**src/rtl/vga_sync_gen_if.sv**
```systemverilog
// Pixel coordinate bus shared with the drawer chain.
// The sync generator drives coordinates out and takes the drawers' colour back.
interface vga_sync_gen_if;
    localparam int unsigned COORD_W = 11;

    logic [COORD_W-1:0] pixelX;
    logic [COORD_W-1:0] pixelY;
    logic               startOfFrame;
    logic [7:0]         RGBIn;

    modport master (output pixelX, output pixelY, output startOfFrame, input RGBIn);
    modport slave  (input pixelX, input pixelY, input startOfFrame, output RGBIn);
endinterface

```
**src/rtl/vga_sync_gen.sv**
```systemverilog
// VGA raster timing generator: drives pixel coordinates to the drawer chain and
// realigns the returned 8-bit colour with delayed sync/blank for the DAC outputs.
module vga_sync_gen #(
    parameter int unsigned H_VISIBLE    = 640,
    parameter int unsigned H_FRONT      = 16,
    parameter int unsigned H_SYNC       = 96,
    parameter int unsigned H_BACK       = 48,
    parameter int unsigned V_VISIBLE    = 480,
    parameter int unsigned V_FRONT      = 10,
    parameter int unsigned V_SYNC       = 2,
    parameter int unsigned V_BACK       = 33,
    parameter int unsigned DRAW_LATENCY = 1
) (
    input  logic              clk,
    input  logic              resetN,
    vga_sync_gen_if.master    pix,
    output logic [7:0]        red,
    output logic [7:0]        green,
    output logic [7:0]        blue,
    output logic              hSync,
    output logic              vSync,
    output logic              blankN
);
    localparam int unsigned CW       = 11;
    localparam int unsigned H_TOTAL  = H_VISIBLE + H_FRONT + H_SYNC + H_BACK;
    localparam int unsigned V_TOTAL  = V_VISIBLE + V_FRONT + V_SYNC + V_BACK;
    localparam int unsigned HS_START = H_VISIBLE + H_FRONT;
    localparam int unsigned HS_END   = HS_START + H_SYNC;
    localparam int unsigned VS_START = V_VISIBLE + V_FRONT;
    localparam int unsigned VS_END   = VS_START + V_SYNC;
    localparam int unsigned STAGES   = DRAW_LATENCY + 1;

    logic [CW-1:0]     r_h_cnt;
    logic [CW-1:0]     r_v_cnt;
    logic              r_sof;
    logic              w_h_last;
    logic              w_v_last;
    logic              w_active;
    logic              w_hs;
    logic              w_vs;
    logic [STAGES-1:0] r_act_d;
    logic [STAGES-1:0] r_hs_d;
    logic [STAGES-1:0] r_vs_d;
    logic [STAGES-1:0] w_act_nxt;
    logic [STAGES-1:0] w_hs_nxt;
    logic [STAGES-1:0] w_vs_nxt;
    logic              w_act_pre;
    logic [7:0]        r_red;
    logic [7:0]        r_green;
    logic [7:0]        r_blue;

    assign w_h_last = (r_h_cnt == CW'(H_TOTAL - 1));
    assign w_v_last = (r_v_cnt == CW'(V_TOTAL - 1));

    // Raster counters; startOfFrame is registered so it lines up with the (0,0) count.
    always_ff @(posedge clk or negedge resetN) begin
        if (!resetN) begin
            r_h_cnt <= '0;
            r_v_cnt <= '0;
            r_sof   <= 1'b0;
        end else begin
            r_sof <= w_h_last && w_v_last;
            if (w_h_last) begin
                r_h_cnt <= '0;
                r_v_cnt <= w_v_last ? '0 : r_v_cnt + CW'(1);
            end else begin
                r_h_cnt <= r_h_cnt + CW'(1);
            end
        end
    end

    assign w_active = (r_h_cnt < CW'(H_VISIBLE)) && (r_v_cnt < CW'(V_VISIBLE));
    assign w_hs     = !((r_h_cnt >= CW'(HS_START)) && (r_h_cnt < CW'(HS_END)));
    assign w_vs     = !((r_v_cnt >= CW'(VS_START)) && (r_v_cnt < CW'(VS_END)));

    // Next contents of each delay line; the top bit is what the final stage loads next.
    assign w_act_nxt = STAGES'({r_act_d, w_active});
    assign w_hs_nxt  = STAGES'({r_hs_d, w_hs});
    assign w_vs_nxt  = STAGES'({r_vs_d, w_vs});
    assign w_act_pre = w_act_nxt[STAGES-1];

    always_ff @(posedge clk or negedge resetN) begin
        if (!resetN) begin
            r_act_d <= '0;
            r_hs_d  <= '1;
            r_vs_d  <= '1;
        end else begin
            r_act_d <= w_act_nxt;
            r_hs_d  <= w_hs_nxt;
            r_vs_d  <= w_vs_nxt;
        end
    end

    // Colour register loads with the final delay stage; blanking gates RGBIn out entirely.
    always_ff @(posedge clk or negedge resetN) begin
        if (!resetN) begin
            r_red   <= '0;
            r_green <= '0;
            r_blue  <= '0;
        end else if (w_act_pre) begin
            r_red   <= {pix.RGBIn[5:3], pix.RGBIn[5:3], pix.RGBIn[5:4]};
            r_green <= {pix.RGBIn[2:0], pix.RGBIn[2:0], pix.RGBIn[2:1]};
            r_blue  <= {pix.RGBIn[7:6], pix.RGBIn[7:6], pix.RGBIn[7:6], pix.RGBIn[7:6]};
        end else begin
            r_red   <= '0;
            r_green <= '0;
            r_blue  <= '0;
        end
    end

    assign pix.pixelX       = r_h_cnt;
    assign pix.pixelY       = r_v_cnt;
    assign pix.startOfFrame = r_sof;
    assign red              = r_red;
    assign green            = r_green;
    assign blue             = r_blue;
    assign hSync            = r_hs_d[STAGES-1];
    assign vSync            = r_vs_d[STAGES-1];
    assign blankN           = r_act_d[STAGES-1];
endmodule

```
**src/flat_wrapper.sv**
```systemverilog
// flat-port wrapper written by rule: the top's interface ports become plain ports
module vga_sync_gen_flat 
#(
    parameter int unsigned H_VISIBLE    = 640,
    parameter int unsigned H_FRONT      = 16,
    parameter int unsigned H_SYNC       = 96,
    parameter int unsigned H_BACK       = 48,
    parameter int unsigned V_VISIBLE    = 480,
    parameter int unsigned V_FRONT      = 10,
    parameter int unsigned V_SYNC       = 2,
    parameter int unsigned V_BACK       = 33,
    parameter int unsigned DRAW_LATENCY = 1
)
  (clk, resetN, red, green, blue, hSync, vSync, blankN, pix_pixelX, pix_pixelY, pix_startOfFrame, pix_RGBIn);
  vga_sync_gen_if pix_i ();
  input  logic clk;
  input  logic resetN;
  output logic [7:0] red;
  output logic [7:0] green;
  output logic [7:0] blue;
  output logic hSync;
  output logic vSync;
  output logic blankN;
  output wire logic [$bits(pix_i.pixelX)-1:0] pix_pixelX;
  output wire logic [$bits(pix_i.pixelY)-1:0] pix_pixelY;
  output wire logic [$bits(pix_i.startOfFrame)-1:0] pix_startOfFrame;
  input wire logic [$bits(pix_i.RGBIn)-1:0] pix_RGBIn;
  assign pix_pixelX = pix_i.pixelX;
  assign pix_pixelY = pix_i.pixelY;
  assign pix_startOfFrame = pix_i.startOfFrame;
  assign pix_i.RGBIn = pix_RGBIn;
  vga_sync_gen #(.H_VISIBLE(H_VISIBLE), .H_FRONT(H_FRONT), .H_SYNC(H_SYNC), .H_BACK(H_BACK), .V_VISIBLE(V_VISIBLE), .V_FRONT(V_FRONT), .V_SYNC(V_SYNC), .V_BACK(V_BACK), .DRAW_LATENCY(DRAW_LATENCY)) u_core (.clk(clk), .resetN(resetN), .pix(pix_i), .red(red), .green(green), .blue(blue), .hSync(hSync), .vSync(vSync), .blankN(blankN));
endmodule
```
**config.mk**
```make
export PLATFORM = sky130hd
export DESIGN_NAME = vga_sync_gen_flat
export DESIGN_NICKNAME = d
export VERILOG_FILES = /design/src/rtl/vga_sync_gen_if.sv /design/src/rtl/vga_sync_gen.sv /design/src/flat_wrapper.sv
export SDC_FILE = /design/constraint.sdc
export NUM_CORES = 1
export LEC_CHECK = 0
export ABC_AREA = 0
export BUFFER_PORTS_ARGS = -buffer_cell sky130_fd_sc_hd__buf_4
export CAP_MARGIN = 20
export CORE_ASPECT_RATIO = 2
export CORE_MARGIN = 2
export CORE_UTILIZATION = 30
export DETAILED_ROUTE_END_ITERATION = 12
export GPL_TIMING_DRIVEN = 0
export PLACE_DENSITY = 0.54
export REMOVE_ABC_BUFFERS = 1
export SLEW_MARGIN = 20
export SYNTH_ARGS = -nofsm -noshare
export SYNTH_HDL_FRONTEND = slang
export SYNTH_SLANG_ARGS = --single-unit
```
**constraint.sdc**
```tcl
create_clock -name clk -period 5.2 [get_ports clk]
set_clock_uncertainty 0.05 [all_clocks]
set_input_delay 0.26 -clock clk [delete_from_list [all_inputs] [get_ports clk]]
set_output_delay 0.26 -clock clk [all_outputs]
set_load 0.02 [all_outputs]
```
**Yosys cells after proc, flatten, opt, wreduce, memory -nomap -nowiden**

Index checks and enable logic that the tools add are counted.

- Equality and inequality tests: 2
- Reduce and logical (&&, ||, !) cells: 6
- Order comparisons: 6
- Add/sub/neg operators: 2
- Mux-type cells: 5

Operators by type and width:

| operator | number |
|---|---|
| $mux 8 | 3 |
| $add 11x1->11 const B | 2 |
| $eq 11x10->1 const B | 2 |
| $lt 11x10->1 const B | 2 |
| $lt 11x9->1 const B | 2 |
| $mux 11 | 2 |
| $ge 11x10->1 const B | 1 |
| $ge 11x9->1 const B | 1 |
| $logic_and 1x1->1 | 4 |
| $logic_not 1->1 | 2 |

- Word-level logic and storage cells: 30
- Output and inout port bits: 50
- Input port bits: 10
- Flip-flop bits (word level): 53

**Depth between registers and ports, before layout**

Gate-level depths: netlist (run 1).

- Word-level depth: 3
- Gate-level depth with buffers: 7
- Mapped depth without buffers: 6

**Least setup slack after synthesis (run 1)**

OpenSTA, ideal clock, no wires.

- Path type: register to register
- From: register u_core.r_h_cnt[5], in the netlist u_core.pix.pixelX[5]
- To: register u_core.r_v_cnt[3], in the netlist u_core.pix.pixelY[3]
- Stages on the path, launching flop included: 6
- Required time: 5.067 ns
- Library setup time: 0.083 ns
- Path slack: 2.851 ns
- Buffers on the path: 1
- Arrival time: 2.216 ns
- Clock period less this slack: 2.349 ns
- Path through: dfrtp_1 -> or4b_1 -> or4_1 -> clkbuf_2 -> or4_1 -> o21ai_0

- Longest elaborated chain between the ends: 1

RTL lines:

| element | line | source |
|---|---|---|
| from (decl) | vga_sync_gen.sv:33 | `logic [CW-1:0] r_h_cnt;` |
| from (signal assigned) | vga_sync_gen.sv:67 | `r_h_cnt <= r_h_cnt + CW'(1);` |
| $eq 11x10->1 | vga_sync_gen.sv:52 | `assign w_h_last = (r_h_cnt == CW'(H_TOTAL - 1));` |
| to (signal assigned) | vga_sync_gen.sv:65 | `r_v_cnt <= w_v_last ? '0 : r_v_cnt + CW'(1);` |
| to (decl) | vga_sync_gen.sv:34 | `logic [CW-1:0] r_v_cnt;` |

Every way passes these cells.
A chain may end at the register's enable or synchronous reset.

**Worst setup path in the final report (run 1)**

Same ends and word-level chain as after synthesis.

==> results of run 1 <==
power groups by stage:
stage	registers, W	clock network [W]	logic, W
after floorplan	0.000311	0	0.00000210
after global placement	0.000299	0	0.0000403
after detailed placement	0.000299	0	0.0000407
after CTS	0.000293	0.000263	0.0000413
after global routing	0.000294	0.000272	0.0000428
final	0.000293	0.000251	0.0000403
registers in the layout, summed over array words and instances (netlist names):
signal,cells
u_core.green,3
u_core.r_hs_d,2
u_core.pix.pixelY,11
u_core.pix.startOfFrame,1
u_core.r_vs_d,2
u_core.blue,2
u_core.red,3
u_core.r_act_d,2
u_core.pix.pixelX,11
through the flow:
step | hold slack, ns | std cells | setup WS (ns) | util, %
after global placement | 0.201 | 255 | 2.32 | 38.4
after detailed placement | 0.206 | 255 | 2.72 | 38.5
final | 0.144 | 264 | 2.72 | 40.9
after floorplan | -0.0856 | 136 | 2.74 | -
after global routing | 0.135 | 264 | 2.56 | 40.9
after CTS | 0.133 | 264 | 2.69 | 40.9
cell families after synthesis:
logic type	Yosys count	synth area share, %
AOI/OAI and AO/OA	20	7.46
DFF	37	54.9
and+or+nand+nor	63	21.8
adders and majority gates	3	2.22
muxes	2	1.26
buffers and inverters	23	8.71
xor gates and xnor gates	7	3.62
final timing paths:
path / endpoint / slack (ns)
setup / recovery: u_core.pix.pixelY[3]$_DFFE_PN0N_ / 2.72
hold / removal: u_core.blue[5]$_DFF_PN0_ / 0.14
min in group asynchronous: u_core.blue[6]$_DFF_PN0_ / 0.43
setup reg to reg: u_core.pix.pixelY[3]$_DFFE_PN0N_ / 2.72
hold reg to reg: u_core.r_vs_d[1]$_DFF_PN1_ / 0.31
max in group asynchronous: u_core.r_hs_d[1]$_DFF_PN1_ / 4.31
critical path, cell delays in order, from the launching register on:
cell and delay, ns:
dfrtp_1 0.45, or4b_1 0.61, or4_1 0.67, or4_1 0.54
o21ai_0 0.08
area by class of cell:
class	count	area (sq um)	share of cell area, %
Inverter	4	15.0	0.678
Timing Repair Buffer	60	453	20.5
Clock buffer	7	86.3	3.90
Clock inverter	1	30.0	1.36
Sequential cell	37	931	42.0
Multi-Input combinational cell	95	624	28.2
Tap cell	60	75.1	3.39
routing by layer:
layer,track usage (%),vias to the layer above,share of wire [%]
met4,3.99,0,0.87
met3,3.15,4,7.0
met1,13.8,658,38
li1,-,631,-
met2,23.4,53,54
met5,0,-,0
cells in the final DEF, fill, tap and decap left out, types with 2 or more instances in the layout:
| cell | instances |
|---|---|
| and4_1 | 3 |
| inv_1 | 4 |
| nor4bb_1 | 2 |
| nor2b_1 | 2 |
| a21oi_1 | 3 |
| dfstp_2 | 4 |
| nand3_1 | 8 |
| ha_1 | 3 |
| or4_1 | 4 |
| xor2_1 | 4 |
| nand4_1 | 5 |
| nor4_1 | 2 |
| and3_1 | 3 |
| dfrtp_1 | 33 |
| and2_1 | 9 |
| nor3_1 | 4 |
| buf_4 | 59 |
| nor2_1 | 11 |
| a31oi_1 | 3 |
| a22o_1 | 4 |
| o21ai_0 | 8 |
| xnor2_1 | 3 |
| clkbuf_8 | 6 |
| or3_1 | 3 |
| nand2_1 | 5 |
==> flow_metrics.env, run 1 <==
export IMPL_status="finished clean"
export IMPL_cts_tree="yes"
export IMPL_cp_start_kind="flip-flop"
export IMPL_syn_area_sq_mm=0.00169
export IMPL_setup_viol=0
export IMPL_yosys_area_top_type_share_pct=48.7
export IMPL_synth_commonest_cells="dfrtp_1, buf_4, nor2_1"
export IMPL_cap_violations=0
export IMPL_rows=38
export IMPL_htree_levels=2
export IMPL_fillCellCount=549
export IMPL_hpwlAfterDp_um=2860
export IMPL_power_switching_w=0.000120
export IMPL_relSlewSlack_pct=44.5
export IMPL_yosys_warnings=0
export IMPL_synth_edf_count=0
export IMPL_r2r_start="u_core.pix.pixelX[5]$_DFF_PN0_"
export IMPL_worstPathMaxFanout=7
export IMPL_start_util_pct=31.3
export IMPL_dieArea_sq_mm=0.00630
export IMPL_critPathLaunch="u_core.pix.pixelX[5]$_DFF_PN0_"
export IMPL_tns_ns=0
export IMPL_fp_dieH_um=110
export IMPL_syn_to_final_growth_pct=30.7
export IMPL_ant_nets=0
export IMPL_syn_inst=155
export IMPL_drive_above_1_share_pct=35.3
export IMPL_drcViolationCount=0
export IMPL_grt_pass1_vias=1281
export IMPL_ys_types=33
export IMPL_post_drt_via_cell_ratio=5.10
export IMPL_swShare_pct=20.5
export IMPL_clkPwrFrac_pct=43.0
export IMPL_insertion_delay_ns=0.28
export IMPL_rr_worst_depth=4
export IMPL_pwr_share_comb_pct=6.9
export IMPL_timing_fmax_mhz=403
export IMPL_min_path_cells=2
export IMPL_io_pins=60
export IMPL_endpoint_kind="flip-flop"
export IMPL_io_buffers=59
export IMPL_grtUsageTotal_pct=12.6
export IMPL_n_antenna_cell=0
export IMPL_vias=1346
export IMPL_cts_resized=0
export IMPL_dominantRegCellSynth="dfrtp_1"
export IMPL_grt_pass1_wl_um=6200
export IMPL_p_seq_share_pct=50.1
export IMPL_hold_viol_final=0
export IMPL_yosys_register_bits=37
export IMPL_min_period_ns=2.48
export IMPL_grt_max_degree=38
export IMPL_fp_coreArea_sq_mm=0.00542
export IMPL_firstDrtPassIters=4
export IMPL_powerDensity_mw_per_mm2=264
export IMPL_numCtsBuffers=5
export IMPL_final_nets=216
export IMPL_critical_path_class="flip-flop to flip-flop"
export IMPL_vdd_drop_max_v=0.000179
export IMPL_crit_arrival_ns=2.63
export IMPL_stdcell_area_sq_mm=0.00221
export IMPL_finalCritPeriodShare_pct=47.7
export IMPL_clkTransAtPathRegs_ns=0.07
export IMPL_power_w=0.000585
export IMPL_drt_wl_total_um=3810
export IMPL_ys_seq_area_share_pct=54.9
export IMPL_yosysMostFrequentCell="dfrtp_1"
export IMPL_antenna_found_initial=0
export IMPL_avgSynthCellArea_sq_um=10.9
export IMPL_postPlaceCellArea_sq_mm=0.00209
export IMPL_cts_buffer_depth=2
export IMPL_die_w_um=57.1
export IMPL_cts_root_buf="clkbuf_8"
export IMPL_async_flop_share_pct=100
export IMPL_min_path_type="primary input to flip-flop"
export IMPL_synth_area_leader_cell="dfrtp_1"
export IMPL_first_iter_violations=27
export IMPL_gp_congestion=0.787
export IMPL_finalMaxSlewViolations=0
export IMPL_crit_required_ns=5.35
export IMPL_hold_buffers=1
export IMPL_rsz0062_at_grt="no"
export IMPL_hold_start="pix_RGBIn[7]"
export IMPL_avgRoutedWirePerCell_um=14.4
export IMPL_cts_setup_buffers=0
export IMPL_overflow=0
export IMPL_cts_sinks=37
export IMPL_p_int_w=0.000465
export IMPL_synth_area_top_cells="dfrtp_1, buf_4, dfstp_2"
export IMPL_tightest_slew_ns=0.826
export IMPL_p_leak_nw=1.04
(Power assumes the default switching activity.)
==> run 2: changes to the inputs <==
==> constraint.sdc (replaced) <==
create_clock -name clk -period 2.4 [get_ports clk]
set_clock_uncertainty 0.05 [all_clocks]
set_input_delay 0.12 -clock clk [delete_from_list [all_inputs] [get_ports clk]]
set_output_delay 0.12 -clock clk [all_outputs]
set_load 0.02 [all_outputs]
==> run 2 against run 1 <==
First-iteration DRC count down 15%. Clock power grew 120%. Global-route usage increased by 0.34 points. Final area increased by 4.5%. Cell count is 3.4% higher. Clock-buffer cell count stayed put.
==> flow_metrics.env, run 2 (synthesis results as in run 1) <==
export IMPL_crit_family="simple AND/OR/NAND/NOR gates"
export IMPL_cts_sinks=37
export IMPL_finalCritPeriodShare_pct=96.3
export IMPL_syn_to_final_growth_pct=36.6
export IMPL_crit_path_max_incr_delay_ns=0.57
export IMPL_avgRoutedWirePerCell_um=14.5
export IMPL_cts_tree="yes"
export IMPL_setup_viol=0
export IMPL_hpwlAfterDp_um=2860
export IMPL_cp_start_kind="flip-flop"
export IMPL_status="finished clean"
export IMPL_post_drt_via_cell_ratio=4.99
export IMPL_setup_slack_ns=0.0881
export IMPL_ant_nets=0
export IMPL_cap_violations=0
export IMPL_grt_max_degree=38
export IMPL_htree_levels=2
export IMPL_antenna_found_initial=0
export IMPL_fp_dieH_um=110
export IMPL_clkPwrFrac_pct=42.7
export IMPL_n_antenna_cell=0
export IMPL_rr_worst_depth=4
export IMPL_die_w_um=57.1
export IMPL_drcViolationCount=0
export IMPL_io_pins=60
export IMPL_fillCellCount=541
export IMPL_path_cells="or4b_4, or4_4, or4_1, o21ai_0"
export IMPL_worstPathMaxFanout=7
export IMPL_min_path_type="primary input to flip-flop"
export IMPL_drt_wl_total_um=3950
export IMPL_first_iter_violations=23
export IMPL_power_w=0.00127
export IMPL_critical_path_class="flip-flop to flip-flop"
export IMPL_r2r_start="u_core.pix.pixelX[5]$_DFF_PN0_"
export IMPL_overflow=0
export IMPL_io_buffers=59
export IMPL_dp_slack_ns=-0.0785
export IMPL_finalMaxSlewViolations=0
export IMPL_vdd_drop_max_v=0.000395
export IMPL_dieArea_sq_mm=0.00630
export IMPL_p_int_w=0.00101
export IMPL_insertion_delay_ns=0.28
export IMPL_r2r_end="u_core.pix.pixelY[3]$_DFFE_PN0N_"
export IMPL_grt_pass1_wl_um=6350
export IMPL_cp_buffers_inverters=0
export IMPL_pwr_share_comb_pct=7.5
export IMPL_powerDensity_mw_per_mm2=551
export IMPL_grtUsageTotal_pct=13.0
export IMPL_numCtsBuffers=5
export IMPL_final_nets=225
export IMPL_relSlewSlack_pct=68.4
export IMPL_endpoint_kind="flip-flop"
export IMPL_cts_buffer_depth=2
export IMPL_min_path_cells=2
export IMPL_rows=38
export IMPL_start_util_pct=31.3
export IMPL_min_period_ns=2.31
export IMPL_firstDrtPassIters=4
export IMPL_gp_congestion=0.787
export IMPL_grt_pass1_vias=1314
export IMPL_p_leak_nw=1.09
export IMPL_critPathSlowestCell="or4b_4"
export IMPL_holdWs_ns=0.0118
export IMPL_stdcell_area_sq_mm=0.00231
export IMPL_vias=1363
export IMPL_swShare_pct=20.4
export IMPL_rsz0062_at_grt="no"
export IMPL_tightest_slew_ns=0.474
export IMPL_hold_viol_final=0
export IMPL_cts_root_buf="clkbuf_8"
export IMPL_timing_fmax_mhz=433
export IMPL_power_switching_w=0.000261
export IMPL_whs_endpoint="u_core.green[5]$_DFF_PN0_"
export IMPL_clkTransAtPathRegs_ns=0.07
export IMPL_mostFrequentLayoutCell="buf_4"
export IMPL_p_seq_share_pct=49.9
export IMPL_final_util_pct=42.7
export IMPL_hold_start="pix_RGBIn[0]"
export IMPL_layout_common_cells="buf_4, dfrtp_1, nor2_1"
export IMPL_crit_required_ns=2.55
export IMPL_postPlaceCellArea_sq_mm=0.00209
export IMPL_fp_coreArea_sq_mm=0.00542
export IMPL_rrSetupSlack_ns=0.09
export IMPL_crit_arrival_ns=2.46
export IMPL_drive_above_1_share_pct=37.6
-- run 2: repair_timing --
action | in CTS | in global routing
setup buffers | 3 | 0
hold endpoints to repair | 38 | 1
gates cloned | 0 | 0
setup endpoints to repair | 7 | 1
resized for setup | 2 | 3
pin swaps | 1 | 0
hold buffers | 6 | 1
-- run 2: power by group through the flow --
stage	logic [W]	registers, W	clock network, W
after floorplan	0.00000455	0.000674	0
after CTS	0.0000963	0.000635	0.000570
after global routing	0.000102	0.000636	0.000591
after global placement	0.0000874	0.000647	0
after detailed placement	0.0000882	0.000648	0
final	0.0000953	0.000636	0.000544
-- run 2: how the worst max path moves through the flow --
stage,startpoint,endpoint,slack [ns],cells past startpoint
after floorplan,u_core.pix.pixelX[5]$_DFF_PN0_,u_core.pix.pixelY[10]$_DFFE_PN0N_,-0.06,4
after detailed placement,u_core.pix.pixelX[5]$_DFF_PN0_,u_core.pix.pixelY[9]$_DFFE_PN0N_,-0.08,4
after CTS,u_core.pix.pixelX[5]$_DFF_PN0_,u_core.pix.pixelY[3]$_DFFE_PN0N_,0.02,4
after global placement,u_core.pix.pixelX[5]$_DFF_PN0_,u_core.pix.pixelY[2]$_DFFE_PN0N_,-0.48,4
after global routing,u_core.pix.pixelX[5]$_DFF_PN0_,u_core.pix.pixelY[3]$_DFFE_PN0N_,0.01,4
final,u_core.pix.pixelX[5]$_DFF_PN0_,u_core.pix.pixelY[3]$_DFFE_PN0N_,0.09,4
-- run 2: stage by stage --
step,cells,setup TNS (ns)
2_1_floorplan,136,-0.188
3_3_place_gp,255,-4.14
3_5_place_dp,255,-0.368
4_1_cts,272,0
5_1_grt,273,0
6_report,273,0
-- run 2: metal layers --
metal | global-route usage [%] | vias to the layer above | share of wire, %
met5 | 0 | - | 0
met4 | 3.99 | 0 | 0.66
met3 | 2.92 | 2 | 5.7
met2 | 24.3 | 48 | 55
met1 | 14.2 | 665 | 39
li1 | - | 648 | -
-- run 2: cell type report --
type,instances,area [sq um],share of cell area (%)
Timing Repair Buffer,69,536,23.1
Clock inverter,1,30.0,1.30
Clock buffer,7,86.3,3.73
Inverter,4,15.0,0.649
Sequential cell,37,932,40.3
Multi-Input combinational cell,95,639,27.6
Tap cell,60,75.1,3.24
==> run 3: changes to the inputs <==
--- a/config.mk
+++ b/config.mk
@@ -5,8 +5,7 @@
 export SDC_FILE = /design/constraint.sdc
 export NUM_CORES = 1
 export LEC_CHECK = 0
-export ABC_AREA = 0
-export BUFFER_PORTS_ARGS = -buffer_cell sky130_fd_sc_hd__buf_4
+export BUFFER_PORTS_ARGS = -buffer_cell sky130_fd_sc_hd__buf_2
 export CAP_MARGIN = 20
 export CORE_ASPECT_RATIO = 2
 export CORE_MARGIN = 2
@@ -14,6 +13,7 @@
 export DETAILED_ROUTE_END_ITERATION = 12
 export GPL_TIMING_DRIVEN = 0
 export PLACE_DENSITY = 0.54
+export RECOVER_POWER = 50
 export REMOVE_ABC_BUFFERS = 1
 export SLEW_MARGIN = 20
 export SYNTH_ARGS = -nofsm -noshare
==> run 3 against run 2 <==
Via count is 0.29% lower. Clock power is 24% lower. Largest power group unchanged. Combinational power is 21% lower. Fmax is 0.27% higher. Critical path type unchanged. Worst hold slack better by 0.29 ns.
==> flow_metrics.env, run 3 (synthesis results as in run 1) <==
export IMPL_endpoint_kind="flip-flop"
export IMPL_numCtsBuffers=5
export IMPL_grt_max_degree=38
export IMPL_syn_to_final_growth_pct=24.4
export IMPL_powerDensity_mw_per_mm2=533
export IMPL_overflow=0
export IMPL_dieArea_sq_mm=0.00630
export IMPL_vias=1359
export IMPL_crit_arrival_ns=2.46
export IMPL_p_leak_nw=0.914
export IMPL_layout_common_cells="clkbuf_1, dfrtp_1, buf_2"
export IMPL_first_iter_violations=18
export IMPL_drcViolationCount=0
export IMPL_gp_congestion=0.787
export IMPL_cp_start_kind="flip-flop"
export IMPL_crit_path_max_incr_delay_ns=0.57
export IMPL_io_pins=60
export IMPL_crit_required_ns=2.56
export IMPL_cts_buffer_depth=2
export IMPL_relSlewSlack_pct=40.3
export IMPL_hpwlAfterDp_um=2760
export IMPL_status="finished clean"
export IMPL_min_path_type="flip-flop to flip-flop"
export IMPL_fillCellCount=575
export IMPL_fp_dieH_um=110
export IMPL_avgRoutedWirePerCell_um=14.1
export IMPL_antenna_found_initial=0
export IMPL_grt_use_met2_pct=24.0
export IMPL_cap_violations=0
export IMPL_mostFrequentLayoutCell="clkbuf_1"
export IMPL_top_usage_layer="met2"
export IMPL_cts_sinks=37
export IMPL_post_drt_via_cell_ratio=4.92
export IMPL_cts_tree="yes"
export IMPL_setup_slack_ns=0.0943
export IMPL_die_w_um=57.1
export IMPL_start_util_pct=31.3
export IMPL_n_antenna_cell=0
export IMPL_clkTransAtPathRegs_ns=0.07
export IMPL_use_met3_pct=3.27
export IMPL_finalCritPeriodShare_pct=96.1
export IMPL_grt_pass1_vias=1311
export IMPL_firstDrtPassIters=4
export IMPL_path_cells="or4b_4, or4_4, or4_1, o21ai_0"
export IMPL_critPathSlowestCell="or4b_4"
export IMPL_final_util_pct=38.9
export IMPL_grtUsageTotal_pct=13.1
export IMPL_drt_wl_total_um=3890
export IMPL_dp_slack_ns=-0.0741
export IMPL_fp_coreArea_sq_mm=0.00542
export IMPL_hold_viol_final=0
export IMPL_rrSetupSlack_ns=0.09
export IMPL_vdd_drop_max_v=0.000394
export IMPL_grt_pass1_wl_um=6350
export IMPL_setup_viol=0
export IMPL_rows=38
export IMPL_critical_path_class="flip-flop to flip-flop"
export IMPL_tightest_slew_ns=0.896
export IMPL_rsz0062_at_grt="no"
export IMPL_min_period_ns=2.31
export IMPL_final_nets=228
export IMPL_drive_above_1_share_pct=18.1
export IMPL_finalMaxSlewViolations=0
export IMPL_cts_root_buf="clkbuf_8"
export IMPL_htree_levels=2
export IMPL_insertion_delay_ns=0.29
export IMPL_timing_fmax_mhz=434
export IMPL_worstPathMaxFanout=7
export IMPL_ant_nets=0
export IMPL_io_buffers=59
export IMPL_use_met1_pct=14.2
-- run 3: worst max-delay path: cells and delay by family (launching register included) --
kind / cells / cell delay [ns]
simple gates: 3 / 1.65
flops: 1 / 0.45
compound gates: 1 / 0.08
-- run 3: cell type report --
type                    count  area, sq um  share of cell area [%]
flip-flops and latches     37          932                    44.2
well taps                  60         75.1                    3.56
inverters                   4         15.0                   0.713
clock buffers               6         72.6                    3.44
repair buffers             72          363                    17.2
clock inverters             2         10.0                   0.475
multi-input cells          95          639                    30.3
-- run 3: worst paths after layout --
| path | endpoint | from | depth (start not counted) |
|---|---|---|---|
| max | u_core.pix.pixelY[3]$_DFFE_PN0N_ | u_core.pix.pixelX[5]$_DFF_PN0_ | 4 |
| min | u_core.r_vs_d[1]$_DFF_PN1_ | u_core.r_vs_d[0]$_DFF_PN1_ | 0 |
| max reg2reg | u_core.pix.pixelY[3]$_DFFE_PN0N_ | u_core.pix.pixelX[5]$_DFF_PN0_ | 4 |
| min reg2reg | u_core.r_vs_d[1]$_DFF_PN1_ | u_core.r_vs_d[0]$_DFF_PN1_ | 0 |
| max in group asynchronous | u_core.pix.pixelX[5]$_DFF_PN0_ | resetN | 2 |
| min in group asynchronous | u_core.green[5]$_DFF_PN0_ | resetN | 2 |
-- run 3: stage by stage --
step                      total power, W  TNS [ns]  instances  instance area [sq um]  hold slack [ns]
after global placement          0.000717     -4.27        255                   1930            0.216
after floorplan                 0.000679    -0.188        136                   1560           -0.226
final                            0.00112         0        276                   2110            0.300
after global routing             0.00117         0        276                   2110            0.300
after CTS                        0.00114         0        276                   2150            0.298
after detailed placement        0.000718    -0.328        255                   1940            0.207
-- run 3: repair_timing --
| action | in CTS | in global routing |
|---|---|---|
| hold buffers | 9 | 0 |
| pin swaps | 1 | 0 |
| endpoints found under the setup margin | 7 | 1 |
| resized for setup | 2 | 3 |
| cloned | 0 | 0 |
| buffers inserted | 4 | 0 |
| hold endpoints to repair | 41 | 0 |
-- run 3: metal layers --
| layer | up-vias | wire length (um) | part of all wire [%] |
|---|---|---|---|
| met5 | - | 0 | 0 |
| met4 | 0 | 68 | 1.7 |
| met3 | 6 | 255 | 6.6 |
| met2 | 53 | 2090 | 54 |
| met1 | 646 | 1470 | 38 |
| li1 | 654 | - | - |
-- run 3: where the power goes --
group | switching (W) | internal (W) | total, W
Clock | 0.000211 | 0.000201 | 0.000412
Sequential | 0.00000437 | 0.000631 | 0.000635
Combinational | 0.0000499 | 0.0000257 | 0.0000755
Total | 0.000265 | 0.000857 | 0.00112
